**src/rtl/pam_pkg.sv**
```systemverilog
// Shared constants and types for the PAM time-division receive path.
//   PAM_WIDTH / PAM_DEPTH : default sample width and channels per frame
//   pam_rx_state_t        : receiver alignment state (HUNT / TRACK)
//   slot_bits()           : width of a slot index for a given frame depth
package pam_pkg;

  localparam int PAM_WIDTH = 8;
  localparam int PAM_DEPTH = 8;

  typedef enum logic {
    HUNT  = 1'b0,
    TRACK = 1'b1
  } pam_rx_state_t;

  function automatic int slot_bits(input int depth);
    return (depth > 1) ? $clog2(depth) : 1;
  endfunction

endpackage

```
**src/rtl/mux_deco_sub.sv**
```systemverilog
// Slot-address to one-hot write-enable decoder for the staging bank.
//   addr   : slot index to be written
//   en     : a write happens this cycle
//   onehot : one bit per staging entry, at most one set
module mux_deco_sub
  import pam_pkg::*;
#(
  parameter int Depth = PAM_DEPTH
) (
  input  logic [slot_bits(Depth)-1:0] addr,
  input  logic                        en,
  output logic [Depth-1:0]            onehot
);

  localparam int AW = slot_bits(Depth);

  always_comb begin
    onehot = '0;
    for (int i = 0; i < Depth; i++) begin
      onehot[i] = en && (addr == AW'(i));
    end
  end

endmodule

```
**src/rtl/demux_pam_rx.sv**
```systemverilog
// Receive end of the PAM time-division channel bus. One sample per slot arrives on a
// shared bus; a frame-sync marker identifies slot 0. Samples are staged until a whole
// frame is in, then all channels are published at once with a one-cycle done pulse.
//   clk, rst_n  : clock, asynchronous active-low reset
//   in_sample   : sample on the shared bus
//   in_valid    : in_sample valid this cycle (no backpressure)
//   in_sync     : marks the slot-0 sample, qualified by in_valid
//   outputs     : last complete frame, indexed by channel
//   frame_done  : one-cycle pulse, outputs updated this cycle
//   sync_err    : one-cycle pulse, framing violation seen
//   locked      : receiver aligned to the frame
//   slot        : slot index expected for the next valid sample
//
// state | meaning
// HUNT  | not aligned; waiting for a valid sample carrying sync
// TRACK | aligned; slot counts valid samples since the last sync
module demux_pam_rx
  import pam_pkg::*;
#(
  parameter int Width = PAM_WIDTH,
  parameter int Depth = PAM_DEPTH
) (
  input  logic                        clk,
  input  logic                        rst_n,
  input  logic [Width-1:0]            in_sample,
  input  logic                        in_valid,
  input  logic                        in_sync,
  output logic [Width-1:0]            outputs [Depth],
  output logic                        frame_done,
  output logic                        sync_err,
  output logic                        locked,
  output logic [slot_bits(Depth)-1:0] slot
);

  localparam int SW = slot_bits(Depth);
  localparam logic [SW-1:0] LAST_SLOT = SW'(Depth - 1);

  pam_rx_state_t    state_q, state_d;
  logic [SW-1:0]    slot_q, slot_d;
  logic [SW-1:0]    wr_addr;
  logic             wr_en;
  logic             commit_d, commit_q;
  logic             err_d, err_q;
  logic [Depth-1:0] wr_onehot;
  logic [Width-1:0] stage_q [Depth];
  logic [Width-1:0] out_q [Depth];
  logic             frame_done_q, sync_err_q;

  // State register
  always_ff @(posedge clk or negedge rst_n) begin
    if (!rst_n) begin
      state_q <= HUNT;
      slot_q  <= '0;
    end else begin
      state_q <= state_d;
      slot_q  <= slot_d;
    end
  end

  // Next-state logic; slot wraps at Depth-1 so non power-of-two depths work
  always_comb begin
    state_d = state_q;
    slot_d  = slot_q;
    if (in_valid) begin
      unique case (state_q)
        HUNT: begin
          if (in_sync) begin
            state_d = TRACK;
            slot_d  = SW'(1);
          end
        end
        TRACK: begin
          if (in_sync) begin
            slot_d = SW'(1);
          end else if (slot_q == '0) begin
            state_d = HUNT;
            slot_d  = '0;
          end else if (slot_q == LAST_SLOT) begin
            slot_d = '0;
          end else begin
            slot_d = slot_q + SW'(1);
          end
        end
      endcase
    end
  end

  // Output / action decode. A sync sample always lands in entry 0, even when it
  // arrives early, which is how a partial frame gets discarded.
  always_comb begin
    locked   = (state_q == TRACK);
    wr_en    = 1'b0;
    wr_addr  = slot_q;
    commit_d = 1'b0;
    err_d    = 1'b0;
    if (in_valid) begin
      if (in_sync) begin
        wr_en   = 1'b1;
        wr_addr = '0;
        err_d   = (state_q == TRACK) && (slot_q != '0);
      end else if (state_q == TRACK) begin
        if (slot_q == '0) begin
          err_d = 1'b1;
        end else begin
          wr_en    = 1'b1;
          commit_d = (slot_q == LAST_SLOT);
        end
      end
    end
  end

  mux_deco_sub #(.Depth(Depth)) u_deco (
    .addr   (wr_addr),
    .en     (wr_en),
    .onehot (wr_onehot)
  );

  // Staging bank and publish. commit_q and err_q delay both pulses equally so that
  // a missing-sync error right after a completed frame cannot overlap frame_done.
  // The publish copy reads the bank before a back-to-back slot-0 write lands.
  always_ff @(posedge clk or negedge rst_n) begin
    if (!rst_n) begin
      for (int i = 0; i < Depth; i++) begin
        stage_q[i] <= '0;
        out_q[i]   <= '0;
      end
      commit_q     <= 1'b0;
      err_q        <= 1'b0;
      frame_done_q <= 1'b0;
      sync_err_q   <= 1'b0;
    end else begin
      for (int i = 0; i < Depth; i++) begin
        if (wr_onehot[i]) stage_q[i] <= in_sample;
      end
      if (commit_q) begin
        for (int i = 0; i < Depth; i++) out_q[i] <= stage_q[i];
      end
      commit_q     <= commit_d;
      err_q        <= err_d;
      frame_done_q <= commit_q;
      sync_err_q   <= err_q;
    end
  end

  assign outputs    = out_q;
  assign frame_done = frame_done_q;
  assign sync_err   = sync_err_q;
  assign slot       = slot_q;

endmodule
```
**config.mk**
```make
export PLATFORM = sky130hd
export DESIGN_NAME = demux_pam_rx
export DESIGN_NICKNAME = d
export VERILOG_FILES = /design/src/rtl/pam_pkg.sv /design/src/rtl/mux_deco_sub.sv /design/src/rtl/demux_pam_rx.sv
export SDC_FILE = /design/constraint.sdc
export NUM_CORES = 1
export LEC_CHECK = 0
export BUFFER_PORTS_ARGS = -buffer_cell sky130_fd_sc_hd__buf_2
export CAP_MARGIN = 25
export CELL_PAD_IN_SITES_DETAIL_PLACEMENT = 1
export CELL_PAD_IN_SITES_GLOBAL_PLACEMENT = 1
export CORE_MARGIN = 2
export CORE_UTILIZATION = 30
export DETAILED_ROUTE_END_ITERATION = 8
export GPL_TIMING_DRIVEN = 1
export PLACE_DENSITY_LB_ADDON = 0.1
export SYNTH_ARGS = -nofsm -noshare
export SYNTH_HDL_FRONTEND = slang
export SYNTH_SLANG_ARGS = --single-unit
```
**constraint.sdc**
```tcl
create_clock -name clk -period 2.3 [get_ports clk]
set_input_delay 0.115 -clock clk [delete_from_list [all_inputs] [get_ports clk]]
set_output_delay 0.115 -clock clk [all_outputs]
set_load 0.03 [all_outputs]
```
==> metrics.md <==
| Metric | Value |
|---|---|
| Tmin final | 2104 ps |
| Sequential power share | 43.3% |
| Flop2flop setup slack | 200 ps |
| Final Max Tran Viols | 0 |
| Largest area contributor in the netlist | dfrtp_1 |
| Via count | 2967 |
| Fmax | 475.2 MHz |
| Worst skew pair latency | 410 ps |
| Die area | 18340 µm² |
| Crit end category | flop |
| CTS max path bufs | 2 |
| Port Buffers | 81 |
| Worst Path Buf+Inv | 1 |
| Hold/Removal Path Class | in -> reg |
| Synth Instances | 312 |
| Rows | 48 |
| Post-synth top area share | 65.67% |
| Clk_skew | 8.183 ps |
| Max-slew headroom | 62.74% |
| P&R area growth vs syn | 27.18% |
| Count of state elements after synthesis | 136 |
| Crit path max fanout | 8 |
| Global-route wire length before repair | 19420 µm |
| Largest net degree at the start of global routing | 66 |
| Chip width | 135.4 µm |
| Critical path's top delay family | simple AND/OR/NAND/NOR gates |
| Total CTS buffers | 17 |
| Most common flop cell mapped by yosys | dfrtp_1 |
| CTS tree | yes |
| RSZ-0062 raised after global routing | false |
| Vias per Instance | 4.544 |
| Syn nets | 327 |
| Ranking of synthesized cells by area | dfrtp_1 (66%), mux2_2 (28%), nor3_4 (0.94%) |
| GPL Wtd Cong | 0.7833 |
| Worst Path Required | 2600 ps |
| # IOs | 82 |
| Placed insts | 619 |
| Reg clk slew, reported paths | 60 ps |
| Top cells by count, synth | dfrtp_1 (136), mux2_2 (127), clkbuf_1 (8) |
| Overall Global Routing Usage | 14.45% |
| Max stage delay on crit path | 590 ps |
| Die extent in y | 135.4 µm |
| Initial antenna violation count | 1 |
| CP max-delay cell | or4b_4 |
| Combinational share of power | 20.8% |
| Cts repair resizes | 0 |
| Synthesized cell area | 5182 µm² |
| Peak supply drop | 573.6 µV |
| # DRC | 0 |
| Ys async rst share | 100.0% |
| Status | completed |
| Synth cell types | 30 |
| Fin crit share | 91.50% |
| Count of final setup violators | 0 |
| Clk root buf | clkbuf_16 |
| Sink Count | 136 |
| Leak pwr | 3.366 nW |
| WS Path Type | reg -> reg |
| Setup TNS | 0 ps |
| Final wirelength | 12060 µm |
| # diodes | 0 |
| Switching share of total power | 28.29% |
| Grt ovf | 0 |
| Cell-internal power | 0.005728 W |
| Fillers | 1735 |
| Post-synth EDFFs | 0 |
| Post-layout util | 38.51% |
| Final net count | 430 |
| First-pass detailed-route iteration total | 4 |
| Final Hold Viols | 0 |
| Max Cap Viol | 0 |
| DRT antenna net count | 0 |
| Startpoint Class | flop |
| Sw power | 0.002260 W |
| PwrDens | 1212 nW/µm² |
| Layout cell share with drive strength beyond 1 | 60.05% |
| Hold_ws | 64.61 ps |
| Register area share after synthesis | 65.67% |
| Data arrival, critical path | 2400 ps |
| Clk pwr share | 35.9% |
| Non-Filler Instances | 653 |
| DP HPWL | 7776 µm |
| Number of global-route vias before repair | 3206 |
| Routed wire per std cell | 18.46 µm |
| Worst-path cell chain | clkinv_2 -> ha_1 -> or4b_4 -> nor3_4 -> mux2_2 |
| Syn_area_per_cell | 16.61 µm² |
| YS warnings | 0 |
| 1st-iter DRT viols | 79 |
| Starting Density | 30.28% |
| H-tree depth | 4 |
| Worst slew pin tran | 558.8 ps |
| Count leader, synth | dfrtp_1 |
| Area of the core | 17120 µm² |
## routing by layer
layer	share of wire, %	track usage [%]
met5	0	0
met4	1.1	5.382
met2	47	21.80
met1	48	19.78
met3	4.4	4.227
## metrics by stage
| step | cell area, µm² | total power, W | setup WS, ps |
|---|---|---|---|
| 2_1_floorplan | 5185 | 0.004569 | 9.324 |
| 3_3_place_gp | 5947 | 0.005120 | 224.8 |
| 3_5_place_dp | 5947 | 0.005191 | 160.8 |
| 4_1_cts | 6591 | 0.008119 | 157.3 |
| 5_1_grt | 6591 | 0.008436 | 97.92 |
| 6_report | 6591 | 0.007989 | 195.5 |
## tightest hold or removal path, cell delays in order
cell,delay [ps]
buf_2,180
nand4b_1,110
nor2_1,40
## layout by cell type, fill, tap and decap left out, drive strengths merged, types with 2 or more instances in the layout
cell,Yosys,final
nand2,3,3
nor2,4,4
dlygate4sd3,0,2
buf,2,92
o22ai,2,2
nand4b,2,2
dfrtp,136,136
inv,3,3
ha,3,3
bufinv,0,4
clkbuf,8,24
nor3,5,5
nor2b,2,2
mux2,128,128
clkinv,1,4
## power by group through the flow
stage	registers (W)	logic (W)	clock network [W]
global route	0.00356	0.00181	0.00307
finish	0.00346	0.00167	0.00287
global placement	0.00348	0.00164	0
floorplan	0.00374	0.000834	0
detailed placement	0.00350	0.00169	0
CTS	0.00346	0.00171	0.00295
## worst paths after layout
kind	startpoint	depth (start not counted)	to
max	slot[1]	5	stage_q[33]
min	in_valid	3	commit_q
max reg2reg	slot[1]	5	stage_q[33]
min reg2reg	err_q	0	sync_err
max in group asynchronous	rst_n	3	stage_q[43]
min in group asynchronous	rst_n	2	stage_q[22]
## registers in the layout (all words and copies together), names as in the netlist
register and count:
slot 3, commit_q 1, stage_q 64, frame_done 1, sync_err 1, locked 1, err_q 1, outputs 64
## final cells by class
cell class                 count  area [µm²]  share of cell area, %
sequential                   136        3406                  51.67
multi-input combinational    162        1724                  26.16
timing repair buffer          94       539.3                  8.181
clock buffer                  24       481.7                  7.308
tap                          225       281.5                  4.271
clock inverter                 8       142.6                  2.164
inverter                       4       16.27                 0.2468
## cell families (layout without fill, tap and decap cells)
logic type / after synthesis / in the layout / synth area share (%)
AOI/OAI and AO/OA: 7 / 7 / 1.159
xor gates and xnor gates: 1 / 1 / 0.1690
adders and majority gates: 3 / 3 / 0.7244
buffers and inverters: 14 / 130 / 1.062
DFF: 136 / 136 / 65.67
muxes: 128 / 128 / 27.81
and+or+nand+nor: 23 / 23 / 3.404
## timing repair
| item | CTS | global route |
|---|---|---|
| buffers inserted | 0 | 0 |
| hold endpoints to repair | 55 | 0 |
| hold buffers | 2 | 0 |
Power figures use the tool's default switching activity.
